$ cat config.mk
export PLATFORM = sky130hd
export DESIGN_NAME = apb_master_bridge
export DESIGN_NICKNAME = d
export VERILOG_FILES = /design/src/rtl/apb_master_bridge.sv
export SDC_FILE = /design/constraint.sdc
export NUM_CORES = 1
export LEC_CHECK = 0
export ABC_CLOCK_PERIOD_IN_PS = 2000
export BUFFER_PORTS_ARGS = -buffer_cell sky130_fd_sc_hd__buf_2
export CORE_ASPECT_RATIO = 0.8
export CORE_MARGIN = 3
export CORE_UTILIZATION = 43
export CTS_CLUSTER_DIAMETER = 200
export DETAILED_ROUTE_END_ITERATION = 6
export PLACE_DENSITY = 0.77
export SETUP_SLACK_MARGIN = 0.3
export SKIP_LAST_GASP = 1
export SLEW_MARGIN = 0
export SYNTH_ARGS = -nofsm -noshare
export SYNTH_HDL_FRONTEND = slang
export SYNTH_SLANG_ARGS = --single-unit
$ cat constraint.sdc
create_clock -name pclk -period 2 [get_ports pclk]
set_input_delay 0.4 -clock pclk [delete_from_list [all_inputs] [get_ports pclk]]
set_output_delay 0.4 -clock pclk [all_outputs]
set_load 0.05 [all_outputs]
$ cat src/rtl/apb_master_bridge.sv
// APB master bridge: turns a simple request bus into APB SETUP/ACCESS phases
// for two slaves. The top address bit selects the slave. A wait-state timeout
// aborts an ACCESS phase that stalls too long. Every APB-facing output and
// every status output comes straight from a flop.
module apb_master_bridge #(
  parameter int AW       = 9,
  parameter int DW       = 8,
  parameter int WAIT_MAX = 16
) (
  input  logic          pclk,
  input  logic          preset,
  input  logic          transfer,
  input  logic          READ_WRITE,
  input  logic [AW-1:0] apb_read_paddr,
  input  logic [AW-1:0] apb_write_paddr,
  input  logic [DW-1:0] apb_write_data,
  output logic [DW-1:0] apb_read_data_out,
  output logic          xfer_done,
  output logic          slverr_out,
  output logic          psel1,
  output logic          psel2,
  output logic          penable,
  output logic          pwrite,
  output logic [AW-1:0] paddr,
  output logic [DW-1:0] pwdata,
  input  logic          pready,
  input  logic [DW-1:0] prdata,
  input  logic          pslverr
);

  typedef enum logic [1:0] {
    IDLE   = 2'd0,
    SETUP  = 2'd1,
    ACCESS = 2'd2
  } state_t;

  // The counter only needs to reach WAIT_MAX-1, the last waiting cycle.
  localparam int CW = (WAIT_MAX > 1) ? $clog2(WAIT_MAX) : 1;
  localparam logic [CW-1:0] WAIT_LAST = CW'(WAIT_MAX - 1);

  state_t        state_q, state_d;
  logic          psel1_q, psel1_d;
  logic          psel2_q, psel2_d;
  logic          penable_q, penable_d;
  logic          pwrite_q, pwrite_d;
  logic [AW-1:0] paddr_q, paddr_d;
  logic [DW-1:0] pwdata_q, pwdata_d;
  logic [DW-1:0] rdata_q, rdata_d;
  logic          xfer_done_q, xfer_done_d;
  logic          slverr_q, slverr_d;
  logic [CW-1:0] wait_cnt_q, wait_cnt_d;

  logic [AW-1:0] req_addr;
  logic          take_req;

  // The request address is chosen by direction before it is captured.
  assign req_addr = READ_WRITE ? apb_read_paddr : apb_write_paddr;

  // Next-state and next-output logic for the IDLE/SETUP/ACCESS master.
  always_comb begin
    state_d     = state_q;
    psel1_d     = psel1_q;
    psel2_d     = psel2_q;
    penable_d   = penable_q;
    pwrite_d    = pwrite_q;
    paddr_d     = paddr_q;
    pwdata_d    = pwdata_q;
    rdata_d     = rdata_q;
    wait_cnt_d  = wait_cnt_q;
    xfer_done_d = 1'b0;
    slverr_d    = 1'b0;
    take_req    = 1'b0;

    unique case (state_q)
      IDLE: begin
        psel1_d   = 1'b0;
        psel2_d   = 1'b0;
        penable_d = 1'b0;
        take_req  = transfer;
      end
      SETUP: begin
        penable_d = 1'b1;
        state_d   = ACCESS;
      end
      ACCESS: begin
        if (pready) begin
          xfer_done_d = 1'b1;
          slverr_d    = pslverr;
          // Read data is returned even when the slave flags an error.
          if (!pwrite_q) begin
            rdata_d = prdata;
          end
          state_d   = IDLE;
          psel1_d   = 1'b0;
          psel2_d   = 1'b0;
          penable_d = 1'b0;
          take_req  = transfer;
        end else if (wait_cnt_q == WAIT_LAST) begin
          // Stalled slave: end the transfer with an error and no data update.
          xfer_done_d = 1'b1;
          slverr_d    = 1'b1;
          state_d     = IDLE;
          psel1_d     = 1'b0;
          psel2_d     = 1'b0;
          penable_d   = 1'b0;
        end else begin
          wait_cnt_d = wait_cnt_q + CW'(1);
        end
      end
      default: begin
        state_d   = IDLE;
        psel1_d   = 1'b0;
        psel2_d   = 1'b0;
        penable_d = 1'b0;
      end
    endcase

    // A new request is captured from IDLE or from a completing ACCESS cycle.
    // The latter gives a back-to-back SETUP with no IDLE gap.
    if (take_req) begin
      state_d    = SETUP;
      pwrite_d   = !READ_WRITE;
      paddr_d    = req_addr;
      psel1_d    = !req_addr[AW-1];
      psel2_d    = req_addr[AW-1];
      penable_d  = 1'b0;
      wait_cnt_d = '0;
      if (!READ_WRITE) begin
        pwdata_d = apb_write_data;
      end
    end
  end

  // State and output registers. Reset clears everything and drops any transfer in flight.
  always_ff @(posedge pclk) begin
    if (preset) begin
      state_q     <= IDLE;
      psel1_q     <= 1'b0;
      psel2_q     <= 1'b0;
      penable_q   <= 1'b0;
      pwrite_q    <= 1'b0;
      paddr_q     <= '0;
      pwdata_q    <= '0;
      rdata_q     <= '0;
      wait_cnt_q  <= '0;
      xfer_done_q <= 1'b0;
      slverr_q    <= 1'b0;
    end else begin
      state_q     <= state_d;
      psel1_q     <= psel1_d;
      psel2_q     <= psel2_d;
      penable_q   <= penable_d;
      pwrite_q    <= pwrite_d;
      paddr_q     <= paddr_d;
      pwdata_q    <= pwdata_d;
      rdata_q     <= rdata_d;
      wait_cnt_q  <= wait_cnt_d;
      xfer_done_q <= xfer_done_d;
      slverr_q    <= slverr_d;
    end
  end

  assign psel1             = psel1_q;
  assign psel2             = psel2_q;
  assign penable           = penable_q;
  assign pwrite            = pwrite_q;
  assign paddr             = paddr_q;
  assign pwdata            = pwdata_q;
  assign apb_read_data_out = rdata_q;
  assign xfer_done         = xfer_done_q;
  assign slverr_out        = slverr_q;

endmodule

== After elaboration in Yosys (flattened, before gate mapping) ==
Index checks and enable logic that the tools add are counted.

* Word-level logic and storage cells: 53
* Output and inout port bits: 31
* Bits in registers: 37

* Add/sub/neg operators: 1
* Bitwise gates (word level): 6
* Eq/ne operators: 7
* Multiplexer cells: 16
* Reduce and logical (&&, ||, !) cells: 11

{| class="wikitable"
|+ Operators by type and width
! operator !! count
|-
| $mux 1 || 9
|-
| $mux 9 || 1
|-
| $reduce_and 2->1 || 4
|-
| $not 1->1 || 6
|-
| $pmux 1 s2 || 3
|-
| $pmux 2 s3 || 1
|-
| $reduce_and 3->1 || 2
|-
| $add 4x1->4 const B || 1
|-
| $eq 4x4->1 const B || 1
|-
| $mux 2 || 2
|-
| $ne 2x2->1 const B || 2
|-
| $ne 4x4->1 const B || 1
|-
| $reduce_or 2->1 || 2
|-
| $ne 3x3->1 const B || 1
|-
| $eq 2x1->1 const B || 1
|-
| $eq 2x2->1 const B || 1
|-
| $logic_not 1->1 || 2
|-
| $logic_not 2->1 || 1
|}

== Depth between registers and ports, before layout ==
Gate-level depths: netlist of run 1.

* Depth in word-level cells: 5
* Mapped depth: 5
* Gate-level depth less buffers: 4

== Worst setup path after synthesis of run 1 ==
No wires, ideal clock.

* Path type: input to register
* Start: input port pready
* End: register wait_cnt_q[3]
* Setup slack: 0.514 ns
* Cell stages on the path: 4
* Arrival: 1.401 ns
* Library setup time: 0.086 ns
* Path through: or3b_1 > clkbuf_2 > or3_1 > a211oi_1

* Cells in the longest elaborated chain, start to end: 3

{| class="wikitable"
|+ RTL lines
! element !! RTL line !! text
|-
| from (decl) || 26 || <nowiki>input logic pready,</nowiki>
|-
| $mux 1 || 86 || <nowiki>if (pready) begin</nowiki>
|-
| $pmux 1 s2 || 74 || <nowiki>unique case (state_q)</nowiki>
|-
| $reduce_or 2->1 (no source line) || n/a ||
|-
| to (signal assigned) || 157 || <nowiki>wait_cnt_q <= wait_cnt_d;</nowiki>
|-
| to (decl) || 51 || <nowiki>logic [CW-1:0] wait_cnt_q, wait_cnt_d;</nowiki>
|}

Parallel ways exist; a longest one is shown, timed or not.
A chain may end at the register's enable or synchronous reset.

== Worst setup path after layout of run 1 ==
* Start: register state_q[1]
* End: register wait_cnt_q[3]

* Cells in the longest elaborated chain, start to end: 3

{| class="wikitable"
|+ RTL lines
! element !! RTL line !! text
|-
| from (decl) || 41 || <nowiki>state_t state_q, state_d;</nowiki>
|-
| from (signal assigned) || 149 || <nowiki>state_q <= state_d;</nowiki>
|-
| $eq 2x2->1 or $logic_not 2->1 (tied branches) || 74 ||
|-
| $pmux 1 s2 || 74 ||
|-
| $reduce_or 2->1 (no source line) || n/a ||
|}

Parallel ways exist; a longest one is shown, timed or not.

==> key figures, run 1 <==
Yosys
  • Cell count after synthesis: approximately 170
  • Syn Area/Cell: 9.463 sq um
  • Net Count, Synth: 208
  • Sequential area share after synthesis: a little under half
  • Synthesized area: roughly 0.0016 sq mm
  • Synth cell types: 29
  • #FFs+latches synth: 37
  • Yosys warnings: 0

Detailed routing
  • Final WL: 3825 um
  • 1st-iter DRT viols: 91
  • DRC Markers: 0
  • Remaining antenna violation count: 0
  • DR WL/cell: 13.86 um
  • DRT Pass-1 Iters: 4
  • Total number of vias: 1477
  • Vias per Instance: 5.351

Critical path
  • CP max FO: 8
  • RR Endpoint: wait_cnt_q[3]
  • Critical Path End: wait_cnt_q[3]
  • Max stage delay on crit path: 0.47 ns
  • FF-to-FF Start: state_q[1]
  • Worst setup SP type: flop
  • Critical Path Stages: 3
  • Cell Chain, Critical Path: or3b_1 -> or3_1 -> a211oi_1
  • Worst setup path startpoint: state_q[1]
  • CP delay by family, top: simple AND/OR/NAND/NOR gates
  • Setup slack, reg-to-reg: 0.45 ns
  • CP Capture Type: flop
  • WS Path Type: reg2reg
  • Cell count of the worst reg-to-reg path: 3
  • Slowest CP cell: or3b_1
  • WP data required: between 2 and 2.5 ns
  • Arrival @ worst endpoint: between 1.5 and 2 ns
  • CP bufs+invs: 0

Clocking
  • Clk slew on worst S/H paths: 0.07 ns
  • # H-tree levels: 2
  • Clock tree buffer depth: 2
  • Sink Count: 37
  • Postcts setup bufs: 0
  • CTS tree: built
  • Clock buffer count from CTS: 5
  • CTS root buffer: clkbuf_8
  • Clk Latency, worst-skew pair: 0.28 ns

STA
  • Setup-failing EPs final: 0
  • Slew HR: 55.02%
  • Period Utilization, post-route: 77.64%
  • Unrepaired setup endpoints after global routing: false
  • Achievable Freq: roughly 640 MHz
  • Worst Skew: around 0.0053 ns
  • Final Max Tran Viols: 0
  • Min Tclk post-route: 1.553 ns
  • Final Hold Fails: 0
  • Setup_tns: 0 ns
  • Slew at the pin closest to its max-slew limit: 0.6746 ns

Layout
  • Diodes inserted: 0
  • Non-Filler Instances: 276
  • Layout cells sized above 1: between 30% and 40%
  • FF+latch area: approximately 740 sq um
  • Final #Nets: 274
  • Area of the multi-input gates: 777.0 sq um
  • Commonest non-fill, non-tap cells in the layout: buf_2 (70), dfxtp_1 (37), a21oi_1 (21), mux2i_1 (17), a211oi_1 (13)
  • # fillers: 327
  • Area growth, synth to finish: 30.80%
  • Most common cell after layout, fill and taps aside: buf_2

Placed design
  • Placed instance count: ~270
  • Post-DP HPWL: 2699 um
  • IO Port Bufs: 70
  • Placer's final routability congestion estimate: ~0.85

Floorplan
  • Core region area: 0.003471 sq mm
  • Initial core utilization: 45.53%
  • Placement row count: 19
  • Die Height: about 60 um
  • I/O Pins: 71
  • Die Span X: 73.78 um
  • Die area: 0.004443 sq mm

Run
  • Max Cap Viol: 0

Power
  • Pwr dens: approximately 800 mW/mm^2
  • Worst-case vdd ir drop: 468.7 uV
  • Leak pwr: 0.9033 nW

Hold path
  • Hold Crit Class: in2reg

Global routing
  • Initial antenna violation count: 0
  • Largest net degree at the start of global routing: 38
  • Number of global-route vias before repair: 1311
  • First-pass GRT wire length: slightly below 6000 um
  • GRT overflow: 0
  • GR Util All Layers: 17.38%

Run status
  • Outcome: finished clean
## sequential cells by signal (all words and copies together), names as in the netlist
name and flops:
pwdata 8, apb_read_data_out 8, penable 1, wait_cnt_q 4, xfer_done 1, pwrite 1
psel2 1, psel1 1, state_q 2, slverr_out 1, paddr 9
## cell usage after synthesis
library cell	number	area, sq um
a211oi_1	13	97.59
a21oi_1	21	105.1
a31oi_1	1	6.260
and3_1	1	6.260
buf_1	3	11.26
buf_2	2	10.01
clkbuf_1	10	37.54
clkbuf_2	1	5.000
dfxtp_1	37	740.7
ha_1	1	12.51
inv_1	2	7.510
mux2_2	1	11.26
mux2i_1	17	170.2
nand2_1	1	3.750
nand2b_1	2	12.51
nand3_1	7	35.03
nand3b_1	1	7.510
nand4b_1	8	70.07
nor2_1	10	37.54
nor2b_1	2	12.51
nor3_1	5	25.02
nor3b_1	1	7.510
nor4bb_1	1	10.01
o21ai_0	2	10.01
o31ai_1	10	75.07
o32a_1	1	10.01
or2b_1	2	15.01
or3_1	3	18.77
or3b_1	1	8.760
## metal layers
| layer | wire, um | GRT usage (%) | part of all wire (%) |
|---|---|---|---|
| met1 | 1850 | 23.04 | 48 |
| met2 | 1672 | 26.89 | 44 |
| met3 | 264 | 5.546 | 6.9 |
| met4 | 38 | 5.426 | 0.99 |
| met5 | 0 | 0 | 0 |
## tightest hold or removal path, cell delays in order
cell and delay, ns:
buf_2 0.08, mux2i_1 0.05, nor2_1 0.07
## final cells by class
type | instances | share of cell area [%]
flip-flops and latches | 37 | 35.84
well taps | 42 | 2.542
repair buffers | 75 | 18.77
clock inverters | 1 | 0.2421
multi-input cells | 112 | 37.59
inverters | 2 | 0.3632
clock buffers | 7 | 4.661
## kinds of logic after synthesis
family | count (synthesis) | synth area share, %
multiplexers | 18 | 11.48
AO/OA/AOI/OAI | 48 | 19.24
AND/OR/NAND/NOR | 45 | 17.10
adder cells (fa/ha/maj) | 1 | 0.7916
flip-flops | 37 | 46.87
buffers and inverters | 18 | 4.513
## where the power goes
part           leakage [nW]  switching, mW  total, mW  internal [mW]
combinational         0.547          0.212      0.314          0.102
clock                0.0542          0.245      0.556          0.311
sequential            0.302         0.0217      0.794          0.772
total                 0.903          0.479       1.66           1.18
## worst min-delay path by stage
stage	from	end	slack, ns	cells after the start
final	prdata[3]	apb_read_data_out[3]	0.35	3
after global routing	prdata[3]	apb_read_data_out[3]	0.35	3
after floorplan	wait_cnt_q[1]	wait_cnt_q[1]	0.48	2
after detailed placement	pwdata[6]	pwdata[6]	0.46	2
after global placement	penable	penable	0.46	2
after CTS	prdata[3]	apb_read_data_out[3]	0.34	3
## metrics by stage
| step | hold slack [ns] | utilization, % | total power [mW] | area [sq um] | worst slack (ns) |
|---|---|---|---|---|---|
| final | 0.3480 | 59.55 | 1.663 | 2067 | 0.4472 |
| after CTS | 0.3418 | 59.48 | 1.684 | 2064 | 0.4200 |
| after global routing | 0.3511 | 59.55 | 1.740 | 2067 | 0.3144 |
| after detailed placement | 0.4612 | 56.56 | 1.123 | 1963 | 0.3398 |
| after global placement | 0.4555 | 56.56 | 1.120 | 1963 | 0.3682 |
| after floorplan | 0.4796 | - | 1.027 | 1580 | 0.5138 |
## repair_timing
action | in CTS | in global routing
hold endpoints to repair | 0 | 0
gates resized for setup | 0 | 1
setup endpoints to repair | 0 | 1
hold buffers | 0 | 0
Power figures use the tool's default switching activity.
==> run 2, diff against run 1 <==
--- a/config.mk
+++ b/config.mk
@@ -5,14 +5,14 @@
 export SDC_FILE = /design/constraint.sdc
 export NUM_CORES = 1
 export LEC_CHECK = 0
-export ABC_CLOCK_PERIOD_IN_PS = 2000
+export ABC_CLOCK_PERIOD_IN_PS = 1300
 export BUFFER_PORTS_ARGS = -buffer_cell sky130_fd_sc_hd__buf_2
 export CORE_ASPECT_RATIO = 0.8
 export CORE_MARGIN = 3
-export CORE_UTILIZATION = 43
+export CORE_UTILIZATION = 42
 export CTS_CLUSTER_DIAMETER = 200
 export DETAILED_ROUTE_END_ITERATION = 6
-export PLACE_DENSITY = 0.77
+export PLACE_DENSITY = 0.78
 export SETUP_SLACK_MARGIN = 0.3
 export SKIP_LAST_GASP = 1
 export SLEW_MARGIN = 0
==> constraint.sdc (replaced) <==
create_clock -name pclk -period 1.3 [get_ports pclk]
set_input_delay 0.26 -clock pclk [delete_from_list [all_inputs] [get_ports pclk]]
set_output_delay 0.26 -clock pclk [all_outputs]
set_load 0.05 [all_outputs]
==> key figures, run 2 (same netlist as run 1, synthesis figures left out) <==
Run status
  • Outcome: finished with violations (was finished clean)
  • Failing checks: negative setup slack

Critical path
  • WP data required: 1.47 ns (was 2.20 ns)
  • CP delay by family, top: simple AND/OR/NAND/NOR gates (unchanged)
  • CP Capture Type: flop (unchanged)
  • Max stage delay on crit path: 0.34 ns (was 0.47 ns)
  • Arrival @ worst endpoint: 1.61 ns (was 1.75 ns)
  • CP bufs+invs: 2 (was 0)
  • WS Path Type: reg2reg (unchanged)
  • Worst setup SP type: flop (unchanged)
  • Slowest CP cell: dfxtp_2 (was or3b_1)
  • Cell Chain, Critical Path: buf_12 -> nor4bb_4 -> buf_6 -> mux2i_1 -> nor2_1 (was or3b_1 -> or3_1 -> a211oi_1)
  • CP max FO: 8 (unchanged)

STA
  • Slew at the pin closest to its max-slew limit: 0.3013 ns (was 0.6746 ns)
  • Achievable Freq: 697.1 MHz (was 644.0 MHz)
  • Final Hold Fails: 0 (unchanged)
  • Setup WS post-layout: -0.1346 ns (was 0.4472 ns)
  • Slew HR: 79.74% (was 55.02%)
  • Unrepaired setup endpoints after global routing: true (was false)
  • Setup-failing EPs final: 23 (was 0)
  • Period Utilization, post-route: 110.4% (was 77.64%)
  • Fin Hold WS: 0.2162 ns (was 0.3480 ns)
  • Final Max Tran Viols: 0 (unchanged)
  • Worst Skew: 0.006141 ns (was 0.005341 ns)
  • Min Tclk post-route: 1.435 ns (was 1.553 ns)

Layout
  • Max reg flops: 9 (unchanged)
  • Area of the multi-input gates: 0.001026 sq mm (was 777.0 sq um)
  • Final #Nets: 313 (was 274)
  • FF+latch area: 794.5 sq um (was 740.7 sq um)
  • Area growth, synth to finish: 96.60% (was 30.80%)
  • # fillers: 145 (was 327)
  • Non-Filler Instances: 315 (was 276)
  • Diodes inserted: 0 (unchanged)
  • Fin area: 0.003107 sq mm (was 0.002067 sq mm)
  • Util after Layout: 88.30% (was 59.55%)
  • Most common cell after layout, fill and taps aside: buf_2 (unchanged)
  • Layout cells sized above 1: 71.06% (was 36.75%)
  • Commonest non-fill, non-tap cells in the layout: buf_2 (39), dfxtp_2 (31), buf_8 (30), buf_4 (27), mux2i_1 (17) (was buf_2 (70), dfxtp_1 (37), a21oi_1 (21), mux2i_1 (17), a211oi_1 (13))

Floorplan
  • Die area: 0.004539 sq mm (was 0.004443 sq mm)
  • I/O Pins: 71 (unchanged)
  • Placement row count: 19 (unchanged)
  • Die Height: 60.87 um (was 60.22 um)
  • Die Span X: 74.58 um (was 73.78 um)
  • Core region area: 0.003518 sq mm (was 0.003471 sq mm)
  • Initial core utilization: 44.91% (was 45.53%)

Clocking
  • Clock tree buffer depth: 2 (unchanged)
  • Hold-fix buffers, CTS: 0 (unchanged)
  • Clk slew on worst S/H paths: 0.08 ns (was 0.07 ns)
  • Clock buffer count from CTS: 5 (unchanged)
  • Clk Latency, worst-skew pair: 0.29 ns (was 0.28 ns)
  • Sink Count: 37 (unchanged)
  • CTS root buffer: clkbuf_8 (unchanged)
  • # H-tree levels: 2 (unchanged)
  • CTS tree: built (unchanged)

Detailed routing
  • Total number of vias: 1863 (was 1477)
  • DR WL/cell: 21.86 um (was 13.86 um)
  • DRT Pass-1 Iters: 4 (unchanged)
  • DRC Markers: 0 (unchanged)
  • Final WL: 6887 um (was 3825 um)
  • Remaining antenna violation count: 0 (unchanged)
  • Vias per Instance: 5.914 (was 5.351)
  • 1st-iter DRT viols: 95 (was 91)

Placed design
  • Post-DP HPWL: 3075 um (was 2699 um)
  • DP Area: 0.002173 sq mm (was 0.001963 sq mm)
  • IO Port Bufs: 70 (unchanged)
  • Placed instance count: 278 (was 268)
  • Placer's final routability congestion estimate: 0.7452 (was 0.8500)

Global routing
  • Initial antenna violation count: 0 (unchanged)
  • Largest net degree at the start of global routing: 29 (was 38)
  • Number of global-route vias before repair: 1810 (was 1311)
  • GRT overflow: 0 (unchanged)
  • First-pass GRT wire length: 9011 um (was 5934 um)
  • GR Util All Layers: 26.58% (was 17.38%)

Power
  • Pwr dens: 942.3 mW/mm^2 (was 804.8 mW/mm^2)
  • Combinational share of power: 29.8% (was 18.9%)
  • NetSw: 933.5 uW (was 478.6 uW)
  • Leak pwr: 1.268 nW (was 0.9033 nW)
  • Clock network fraction of design power: 27.4% (was 33.4%)
  • Worst-case vdd ir drop: 662.2 uV (was 468.7 uV)
  • Internal Power: 1.994 mW (was 1.185 mW)
  • Seq pwr share: 42.8% (was 47.7%)
  • Sw Share: 31.89% (was 28.77%)

Run
  • Max Cap Viol: 0 (unchanged)

Hold path
  • Hold Crit Class: in2reg (unchanged)
==> run 2: cell types whose count changed in the layout (fill, tap and decap cells not counted), sizes merged <==
cell	previous run	this run
buf	75	112
clkbuf	7	9
clkinv	1	0
nand2b	2	3
==> run 2: layout make-up <==
class | count | share of cell area, %
multi-input combinational | 113 | 33.02
timing repair buffer | 113 | 36.89
sequential | 37 | 25.57
tap | 42 | 1.692
inverter | 2 | 0.2416
clock buffer | 8 | 2.578
==> run 2: what timing repair did <==
action                                  CTS  global route
resized for setup                       141            30
endpoints found under the setup margin   68            68
pin swaps                                 9             6
gates cloned                              4             1
buffers inserted                         16             8
==> run 2: metrics by stage <==
stage          power [mW]  worst slack [ns]  setup TNS [ns]
2_1_floorplan       1.622          -0.05007         -0.1501
3_5_place_dp        1.810           -0.1556          -1.222
6_report            2.928           -0.1346          -1.241
5_1_grt             2.992           -0.1784          -2.588
3_3_place_gp        1.798          -0.09919         -0.5713
4_1_cts             2.786          -0.04413         -0.3423
==> run 2: worst paths after layout <==
kind              start              endpoint  slack, ns  cells after the start
min           prdata[6]  apb_read_data_out[6]       0.22                      3
min reg2reg   pwdata[4]             pwdata[4]       0.50                      2
max reg2reg  state_q[0]  apb_read_data_out[3]      -0.13                      5
max          state_q[0]  apb_read_data_out[3]      -0.13                      5
==> run 2: per-layer routing <==
| metal | wire [um] | up-vias | GRT usage [%] | share of wire, % |
|---|---|---|---|---|
| met5 | 0 | - | 0 | 0 |
| met4 | 214 | 0 | 10.15 | 3.1 |
| met3 | 387 | 22 | 8.775 | 5.6 |
| met2 | 3567 | 93 | 45.68 | 52 |
| met1 | 2718 | 913 | 30.95 | 39 |
| li1 | - | 835 | - | - |
==> run 2: power by group through the flow <==
| stage | Sequential (mW) | Clock (mW) | Combinational, mW |
|---|---|---|---|
| finish | 1.25 | 0.801 | 0.874 |
| global route | 1.26 | 0.828 | 0.907 |
| CTS | 1.25 | 0.785 | 0.753 |
| detailed placement | 1.25 | 0 | 0.562 |
| global placement | 1.25 | 0 | 0.552 |
| floorplan | 1.42 | 0 | 0.204 |
==> run 2: worst min-delay path, cell delays in order <==
cell and delay (ns):
buf_2 0.08, mux2i_1 0.06, nor2_1 0.07
==> run 3, diff against run 2 <==
--- a/config.mk
+++ b/config.mk
@@ -13,6 +13,7 @@
 export CTS_CLUSTER_DIAMETER = 200
 export DETAILED_ROUTE_END_ITERATION = 6
 export PLACE_DENSITY = 0.78
+export RECOVER_POWER = 100
 export SETUP_SLACK_MARGIN = 0.3
 export SKIP_LAST_GASP = 1
 export SLEW_MARGIN = 0
==> key figures, run 3 (same netlist as run 1, synthesis figures left out) <==
Run status
  • Outcome: finished with violations (unchanged)
  • Failing checks: negative setup slack (unchanged)

Layout
  • # fillers: 176 (was 145)
  • Most common cell after layout, fill and taps aside: buf_2 (unchanged)
  • Layout cells sized above 1: 71.06% (unchanged)
  • Area growth, synth to finish: 78.70% (was 96.60%)
  • Max reg flops: 9 (unchanged)
  • Commonest non-fill, non-tap cells in the layout: buf_2 (39), dfxtp_2 (31), clkbuf_2 (29), buf_4 (27), mux2i_1 (17) (was buf_2 (39), dfxtp_2 (31), buf_8 (30), buf_4 (27), mux2i_1 (17))
  • Diodes inserted: 0 (unchanged)
  • Area of the multi-input gates: 0.001026 sq mm (unchanged)
  • Final #Nets: 313 (unchanged)
  • FF+latch area: 794.5 sq um (unchanged)

Detailed routing
  • DRC Markers: 0 (unchanged)
  • 1st-iter DRT viols: 97 (was 95)
  • DRT Pass-1 Iters: 4 (unchanged)
  • Remaining antenna violation count: 0 (unchanged)
  • DR WL/cell: 21.73 um (was 21.86 um)
  • Vias per Instance: 5.857 (was 5.914)
  • Total number of vias: 1845 (was 1863)
  • Final WL: 6846 um (was 6887 um)

Critical path
  • WP data required: 1.47 ns (about the same)
  • Setup slack, reg-to-reg: -0.14 ns (was -0.13 ns)
  • WS Path Type: reg2reg (unchanged)
  • Arrival @ worst endpoint: 1.61 ns (about the same)
  • Worst setup SP type: flop (unchanged)
  • Max stage delay on crit path: 0.34 ns (about the same)
  • CP Capture Type: flop (unchanged)
  • Slowest CP cell: dfxtp_2 (unchanged)
  • CP max FO: 8 (unchanged)
  • Cell Chain, Critical Path: buf_12 -> nor4bb_4 -> buf_6 -> mux2i_1 -> nor2_1 (unchanged)

STA
  • Setup_tns: -1.575 ns (was -1.241 ns)
  • Setup-failing EPs final: 26 (was 23)
  • Achievable Freq: 694.2 MHz (was 697.1 MHz)
  • Period Utilization, post-route: 110.8% (was 110.4%)
  • Slew HR: 79.69% (was 79.74%)
  • Final Hold Fails: 0 (unchanged)
  • Fin Hold WS: 0.2162 ns (about the same)
  • Unrepaired setup endpoints after global routing: true (unchanged)
  • Min Tclk post-route: 1.441 ns (was 1.435 ns)
  • Setup WS post-layout: -0.1406 ns (was -0.1346 ns)
  • Worst Skew: 0.005432 ns (was 0.006141 ns)
  • Slew at the pin closest to its max-slew limit: 0.3021 ns (was 0.3013 ns)
  • Final Max Tran Viols: 0 (unchanged)

Power
  • Clock network fraction of design power: 28.0% (was 27.4%)
  • Combinational share of power: 28.1% (was 29.8%)
  • Seq pwr share: 43.9% (was 42.8%)
  • Internal Power: 1.910 mW (was 1.994 mW)
  • Leak pwr: 1.192 nW (was 1.268 nW)
  • Final Total Pwr: 2.815 mW (was 2.928 mW)
  • Pwr dens: 996.9 mW/mm^2 (was 942.3 mW/mm^2)
  • NetSw: 905.5 uW (was 933.5 uW)
  • Sw Share: 32.17% (was 31.89%)
  • Worst-case vdd ir drop: 653.2 uV (was 662.2 uV)

Global routing
  • Initial antenna violation count: 0 (unchanged)
  • Number of global-route vias before repair: 1810 (unchanged)
  • GRT overflow: 0 (unchanged)
  • GR Util All Layers: 26.58% (unchanged)
  • First-pass GRT wire length: 9011 um (unchanged)
  • Largest net degree at the start of global routing: 29 (unchanged)

Clocking
  • # H-tree levels: 2 (unchanged)
  • Clk slew on worst S/H paths: 0.08 ns (about the same)
  • CTS tree: built (unchanged)
  • Hold-fix buffers, CTS: 0 (unchanged)
  • Clk Latency, worst-skew pair: 0.29 ns (about the same)
  • Clock tree buffer depth: 2 (unchanged)
  • CTS root buffer: clkbuf_8 (unchanged)
  • Clock buffer count from CTS: 5 (unchanged)
  • Sink Count: 37 (unchanged)

Placed design
  • Placer's final routability congestion estimate: 0.7452 (unchanged)
  • IO Port Bufs: 70 (unchanged)
  • Post-DP HPWL: 3075 um (unchanged)

Floorplan
  • Core region area: 0.003518 sq mm (unchanged)
  • I/O Pins: 71 (unchanged)
  • Die Span X: 74.58 um (unchanged)
  • Initial core utilization: 44.91% (unchanged)
  • Die area: 0.004539 sq mm (unchanged)
  • Die Height: 60.87 um (unchanged)
  • Placement row count: 19 (unchanged)

Run
  • Max Cap Viol: 0 (unchanged)

Hold path
  • Hold Crit Class: in2reg (unchanged)
## run 3: cell types whose count changed in the layout (fill, tap and decap cells not counted)
cell	change
buf_8	-27
buf_6	-2
clkbuf_2	+29
## run 3: path summary, 6_finish.rpt
| path | from | to | cells past startpoint |
|---|---|---|---|
| worst min-delay path | prdata[6] | apb_read_data_out[6] | 3 |
| worst min register to register | pwdata[4] | pwdata[4] | 2 |
| worst max-delay path | state_q[0] | apb_read_data_out[3] | 5 |
| worst max register to register | state_q[0] | apb_read_data_out[3] | 5 |
## run 3: per-layer routing
metal	GRT usage, %	part of all wire (%)	vias up
li1	-	-	835
met3	8.775	6.2	24
met1	30.95	39	890
met2	45.68	51	96
met5	0	0	-
met4	10.15	3.1	0
## run 3: layout make-up
| class | instances | area share (%) |
|---|---|---|
| Timing Repair Buffer | 113 | 30.57 |
| Sequential cell | 37 | 28.13 |
| Tap cell | 42 | 1.861 |
| Multi-Input combinational cell | 113 | 36.33 |
| Inverter | 2 | 0.2658 |
| Clock buffer | 8 | 2.836 |
## run 3: worst max-delay path: cells and delay by family (launching register included)
family,cells,cell delay (ns)
and+or+nand+nor,2,0.40
DFF,1,0.34
buffers and inverters,2,0.34
muxes,1,0.23
## run 3: power groups by stage
stage	Clock, mW	Combinational [mW]	Sequential, mW
after CTS	0.785	0.753	1.25
after floorplan	0	0.204	1.42
after detailed placement	0	0.562	1.25
after global routing	0.828	0.823	1.24
final	0.788	0.790	1.24
after global placement	0	0.552	1.25
## run 3: metrics by stage
step	setup WS, ns	std cells	utilization, %	instance area [sq um]
after floorplan	-0.05007	167	-	1695
after global placement	-0.09919	278	61.77	2173
after detailed placement	-0.1556	278	61.77	2173
after CTS	-0.04413	306	82.11	2889
after global routing	-0.1784	315	80.26	2824
final	-0.1406	315	80.26	2824
## run 3: timing repair
item / in CTS / in global routing
setup buffers: 16 / 8
gates resized for setup: 141 / 30
pin swaps: 9 / 6
gates cloned: 4 / 1
endpoints found under the setup margin: 68 / 68
